### config.mk
export PLATFORM = sky130hd
export DESIGN_NAME = serial_subtractor_16_bit
export DESIGN_NICKNAME = d
export VERILOG_FILES = /design/src/rtl/serial_subtractor_16_bit_pkg.sv /design/src/rtl/full_subtractor_4_bit.sv /design/src/rtl/serial_subtractor_16_bit.sv
export SDC_FILE = /design/constraint.sdc
export NUM_CORES = 1
export LEC_CHECK = 0
export ABC_CLOCK_PERIOD_IN_PS = 3900
export BUFFER_PORTS_ARGS = -buffer_cell sky130_fd_sc_hd__buf_4
export CORE_ASPECT_RATIO = 0.6
export CORE_MARGIN = 3
export CORE_UTILIZATION = 53
export CTS_CLUSTER_SIZE = 25
export DETAILED_ROUTE_END_ITERATION = 8
export PLACE_DENSITY = 0.82
export SLEW_MARGIN = 20
export SYNTH_ARGS = -nofsm -noshare
export SYNTH_HDL_FRONTEND = slang
export SYNTH_SLANG_ARGS = --single-unit
### constraint.sdc
create_clock -name Clk -period 3.9 [get_ports Clk]
set_input_delay 0.39 -clock Clk [delete_from_list [all_inputs] [get_ports Clk]]
set_output_delay 0.39 -clock Clk [all_outputs]
set_load 0.03 [all_outputs]
### src/rtl/serial_subtractor_16_bit_pkg.sv
// ----------------------------------------------------------------------------
// serial_subtractor_16_bit_pkg
// Shared definitions for the nibble-serial 16-bit subtractor:
//   state_t      - controller states (IDLE, RUN, DONE)
//   WIDTH        - operand / result width
//   NIBBLE       - width of the slice processed per clock
//   NUM_NIBBLES  - number of slices per operation
// ----------------------------------------------------------------------------
package serial_subtractor_16_bit_pkg;

    localparam int WIDTH       = 16;
    localparam int NIBBLE      = 4;
    localparam int NUM_NIBBLES = WIDTH / NIBBLE;

    typedef enum logic [1:0] {
        IDLE = 2'd0,
        RUN  = 2'd1,
        DONE = 2'd2
    } state_t;

endpackage : serial_subtractor_16_bit_pkg

### src/rtl/full_subtractor_4_bit.sv
// ----------------------------------------------------------------------------
// full_subtractor_4_bit
// Purely combinational 4-bit subtractor: {Bout, Diff} = A - B - Bin.
// Ports:
//   A    [3:0] in  - minuend slice
//   B    [3:0] in  - subtrahend slice
//   Bin        in  - borrow in
//   Diff [3:0] out - difference slice
//   Bout       out - borrow out (1 when A < B + Bin, unsigned)
// ----------------------------------------------------------------------------
module full_subtractor_4_bit
    import serial_subtractor_16_bit_pkg::*;
(
    input  logic [NIBBLE-1:0] A,
    input  logic [NIBBLE-1:0] B,
    input  logic              Bin,
    output logic [NIBBLE-1:0] Diff,
    output logic              Bout
);

    logic [NIBBLE:0] w_res;

    // One extra bit catches the wrap: the MSB of the 5-bit difference is the
    // borrow out.
    assign w_res = {1'b0, A} - {1'b0, B} - {{NIBBLE{1'b0}}, Bin};
    assign Diff  = w_res[NIBBLE-1:0];
    assign Bout  = w_res[NIBBLE];

endmodule : full_subtractor_4_bit

### src/rtl/serial_subtractor_16_bit.sv
// ----------------------------------------------------------------------------
// serial_subtractor_16_bit
// Computes Diff = A - B - Bin (mod 2^16) one nibble per clock, reusing a
// single 4-bit subtractor. Also reports unsigned borrow-out and signed
// overflow.
// Ports:
//   Clk          in  - rising-edge clock
//   Reset        in  - synchronous active-high reset
//   Start        in  - request; sampled only while Ready=1
//   A, B  [15:0] in  - minuend / subtrahend, captured on accepted Start
//   Bin          in  - borrow in, captured on accepted Start
//   Ready        out - idle, able to accept Start
//   Done         out - one-cycle pulse, result valid
//   Diff  [15:0] out - difference (held until next accepted Start)
//   Bout         out - final borrow out
//   V            out - two's-complement overflow
// ----------------------------------------------------------------------------
module serial_subtractor_16_bit
    import serial_subtractor_16_bit_pkg::*;
(
    input  logic             Clk,
    input  logic             Reset,
    input  logic             Start,
    input  logic [WIDTH-1:0] A,
    input  logic [WIDTH-1:0] B,
    input  logic             Bin,
    output logic             Ready,
    output logic             Done,
    output logic [WIDTH-1:0] Diff,
    output logic             Bout,
    output logic             V
);

    localparam logic [1:0] LAST_NIBBLE = 2'(NUM_NIBBLES - 1);

    state_t            r_state;
    logic [1:0]        r_cnt;
    logic              r_borrow;
    logic [WIDTH-1:0]  r_a;
    logic [WIDTH-1:0]  r_b;
    logic [WIDTH-1:0]  r_diff;
    logic              r_bout;
    logic              r_v;

    logic [3:0]        w_idx;
    logic [NIBBLE-1:0] w_a_nib;
    logic [NIBBLE-1:0] w_b_nib;
    logic [NIBBLE-1:0] w_diff_nib;
    logic              w_bout_nib;

    // Bit offset of the current nibble inside the operand words.
    assign w_idx   = {r_cnt, 2'b00};
    assign w_a_nib = r_a[w_idx +: NIBBLE];
    assign w_b_nib = r_b[w_idx +: NIBBLE];

    full_subtractor_4_bit u_fs (
        .A    (w_a_nib),
        .B    (w_b_nib),
        .Bin  (r_borrow),
        .Diff (w_diff_nib),
        .Bout (w_bout_nib)
    );

    always_ff @(posedge Clk) begin
        if (Reset) begin
            r_state  <= IDLE;
            r_cnt    <= 2'd0;
            r_borrow <= 1'b0;
            r_a      <= '0;
            r_b      <= '0;
            r_diff   <= '0;
            r_bout   <= 1'b0;
            r_v      <= 1'b0;
        end else begin
            case (r_state)
                IDLE: begin
                    if (Start) begin
                        r_a      <= A;
                        r_b      <= B;
                        r_borrow <= Bin;
                        r_diff   <= '0;
                        r_bout   <= 1'b0;
                        r_v      <= 1'b0;
                        r_cnt    <= 2'd0;
                        r_state  <= RUN;
                    end
                end
                RUN: begin
                    r_diff[w_idx +: NIBBLE] <= w_diff_nib;
                    r_borrow                <= w_bout_nib;
                    r_cnt                   <= r_cnt + 2'd1;
                    if (r_cnt == LAST_NIBBLE) begin
                        r_bout  <= w_bout_nib;
                        // Result sign comes from the nibble being written this
                        // edge, not from the not-yet-updated register.
                        r_v     <= (r_a[WIDTH-1] != r_b[WIDTH-1]) &&
                                   (w_diff_nib[NIBBLE-1] != r_a[WIDTH-1]);
                        r_state <= DONE;
                    end
                end
                DONE: begin
                    r_state <= IDLE;
                end
                default: begin
                    r_state <= IDLE;
                end
            endcase
        end
    end

    assign Ready = (r_state == IDLE);
    assign Done  = (r_state == DONE);
    assign Diff  = r_diff;
    assign Bout  = r_bout;
    assign V     = r_v;

endmodule : serial_subtractor_16_bit

==> results by group <==
GRT
  – Vias in the first global route: 2053
  – Grt ovf: 0
  – First-pass GRT wire length: roughly 10000 um
  – Global-route usage over all layers: 23.0%
  – Initial antenna violation count: 0
  – Largest net degree at the start of global routing: 56

Yosys
  – Mapped Cells: between 200 and 300
  – Cell variety after synth: 41
  – Cell Area, Synth: between 2000 and 3000 sq um
  – Post-synthesis sequential area ratio: ~44%
  – Syn nets: roughly 340
  – Flops & latches, synth: 55
  – Synth warn: 0
  – Mean Syn Cell Area: about 9 sq um

Final layout
  – Layout cells sized above 1: about a quarter
  – Util after Layout: a little over two thirds
  – Ant diodes: 0
  – Area Growth Syn to Fin: 20.7%
  – Commonest non-fill, non-tap cell in the layout: nand2_1
  – Most frequent cells in the layout: 72 x nand2_1, 58 x buf_4, 55 x dfxtp_1, 43 x a21oi_1, 15 x nor2_1
  – Total Nets Final: approximately 380

Hold path
  – Worst Hold Class: in -> reg

STA
  – Rel. slew slack: around 45%
  – Fin Setup TNS: 0 ns
  – Endpoints failing setup: 0
  – RSZ-0062 raised after global routing: false
  – Final setup margin: 0.698 ns
  – Post-layout min period: 3.20 ns
  – Slew @ Worst Pin: about 0.83 ns
  – Fin crit share: roughly 82%
  – Peak Freq: between 300 and 400 MHz
  – Post-route clock skew: approximately 0.0069 ns
  – Slew Limit Fails: 0
  – Fin. Hold Viols: 0

Run
  – Max-cap violation count: 0

Worst setup path
  – Reg2reg setup slack: around 0.7 ns
  – CP arrival: roughly 3.4 ns
  – Critical Path, Cell by Cell: buf_4, mux4_2, inv_1, ha_1, inv_1, ha_1, or4b_1, a2bb2oi_2, a311o_1, o311ai_2
  – Startpoint Class: register
  – WS Path Type: reg -> reg
  – Crit. End Element: register
  – Worst stage delay on the critical path: approximately 0.63 ns
  – CP required: just over 4 ns
  – Critical Path Slowest Stage Cell: dfxtp_1
  – Crit path max fanout: 9
  – Bufs and invs on worst path: 3
  – CP top delay family: flip-flops

Floorplanning
  – Die Height: between 50 and 60 um
  – Site Rows: 18
  – Initial Util: 58.2%
  – Die Wd: roughly 95 um
  – I/O pin cnt: 56
  – DIE AREA: ~5700 sq um
  – Core footprint: around 4300 sq um

Place
  – HPWL Detailed: 4480 um
  – Routability cong.: 0.865
  – Pre-CTS setup slack: about 0.72 ns
  – Number of port buffers: 55

Outcome
  – Status: finished clean

Pwr
  – Leakage power: 0.00122 uW
  – VDD IR-drop max: roughly 0.00024 V
  – P per Cell Area: 383 nW/um^2

Route
  – Vias: between 2000 and 2500
  – Via density: roughly 5.6
  – Initial DRC Count: between 100 and 150
  – Routed len/inst: between 10 and 15 um
  – Final wirelength: between 5000 and 6000 um
  – First-pass DRT Iterations: 4
  – Post-route DRC violation count: 0
  – Routed Antenna Nets: 0

Clock network
  – Post-CTS sizing: 0
  – CTS tree: done
  – Root Driver: clkbuf_8
  – Setup Fix Bufs, Post-CTS: 0
  – Cts hold-fix bufs: 0
  – CTS Sinks: 55
  – Cts bufs inserted: 5
  – Clock-pin slew on the worst setup and hold paths: approximately 0.090 ns
  – Clk buf depth: 2
  – H-Tree Depth: 2
  – Clk_lat worst skew: 0.31 ns
## worst register-to-register path: stages, from the launching register on
cell,delay (ns)
dfxtp_1,0.63
buf_4,0.27
mux4_2,0.50
inv_1,0.08
ha_1,0.13
inv_1,0.04
ha_1,0.37
or4b_1,0.52
a2bb2oi_2,0.19
a311o_1,0.32
o311ai_2,0.08
## cell type report
cell class | count | area, sq um
sequential | 55 | 1100
tap | 60 | 75.1
fill | 365 | 1290
timing repair buffer | 58 | 435
clock inverter | 1 | 5.00
inverter | 12 | 45.0
multi-input combinational | 204 | 1320
clock buffer | 7 | 76.3
## cells in the mapped netlist, drive strengths merged
cell type	number	share of area, %
o21ai	2	0.40
mux4	7	6.2
o311ai	1	0.64
a21oi	43	8.5
a221oi	1	1.0
and3	1	0.25
mux2i	2	0.79
nor4bb	2	0.79
a211o	1	0.35
nand3b	2	0.59
nand2	73	11
a21boi	1	0.30
nor4	1	0.49
or3	1	0.25
a311oi	1	0.35
mux2	1	0.59
a311o	1	0.40
nand2b	5	1.2
clkbuf	10	1.5
buf	8	1.5
xnor2	1	0.35
dfxtp	55	44
nor2b	2	0.49
and3b	2	0.69
fa	2	1.6
nor3b	1	0.30
nor3	1	0.20
nand3	3	0.59
nand4	4	0.99
or2	2	0.50
a22oi	12	3.6
nor2	15	2.2
nor4b	2	0.94
ha	8	4.0
a211oi	1	0.30
a2bb2oi	1	0.59
inv	12	1.8
or4b	1	0.40
## per-stage QoR
step	area (sq um)	instances	total power [uW]	hold slack (ns)
after floorplan	2530	289	795	0.433
after global placement	2970	389	869	0.440
after detailed placement	2970	389	881	0.450
after CTS	3050	397	1180	0.313
after global routing	3050	397	1230	0.314
final	3050	397	1170	0.319
## worst paths after layout
check,startpoint,end,depth (start not counted)
hold reg to reg,r_a[11],r_a[11],2
hold / removal,B[9],r_b[9],3
setup / recovery,r_cnt[0],V,10
setup reg to reg,r_cnt[0],V,10
## report_power, final
group | internal [uW] | total [uW] | switching [uW]
Sequential | 588 | 610 | 21.6
Combinational | 112 | 260 | 148
Clock | 126 | 299 | 173
## registers in the layout, indices dropped and copies added (netlist names)
signal and flops:
r_a 16, r_state 2, Diff 16, r_b 16
r_borrow 1, Bout 1, r_cnt 2, V 1
## per-layer routing
layer / routed length [um] / part of all wire [%] / track usage, % / up-vias
li1: - / - / - / 1094
met4: 57 / 0.96 / 7.19 / 0
met2: 2540 / 43 / 32.8 / 77
met1: 2820 / 48 / 33.6 / 1034
met3: 491 / 8.3 / 6.22 / 7
met5: 0 / 0 / 0 / -
## logic make-up (layout without fill, tap and decap cells)
family                     after synthesis  in the layout  synth area share [%]
and+or+nand+nor                        118            118                  21.8
AOI/OAI and AO/OA                       65             65                  16.4
DFF                                     55             55                  43.5
buffers and inverters                   30             78                  4.75
adders and majority gates               10             10                  5.54
muxes                                   10             10                  7.62
xor gates and xnor gates                 1              1                 0.346
(Power assumes the default switching activity.)
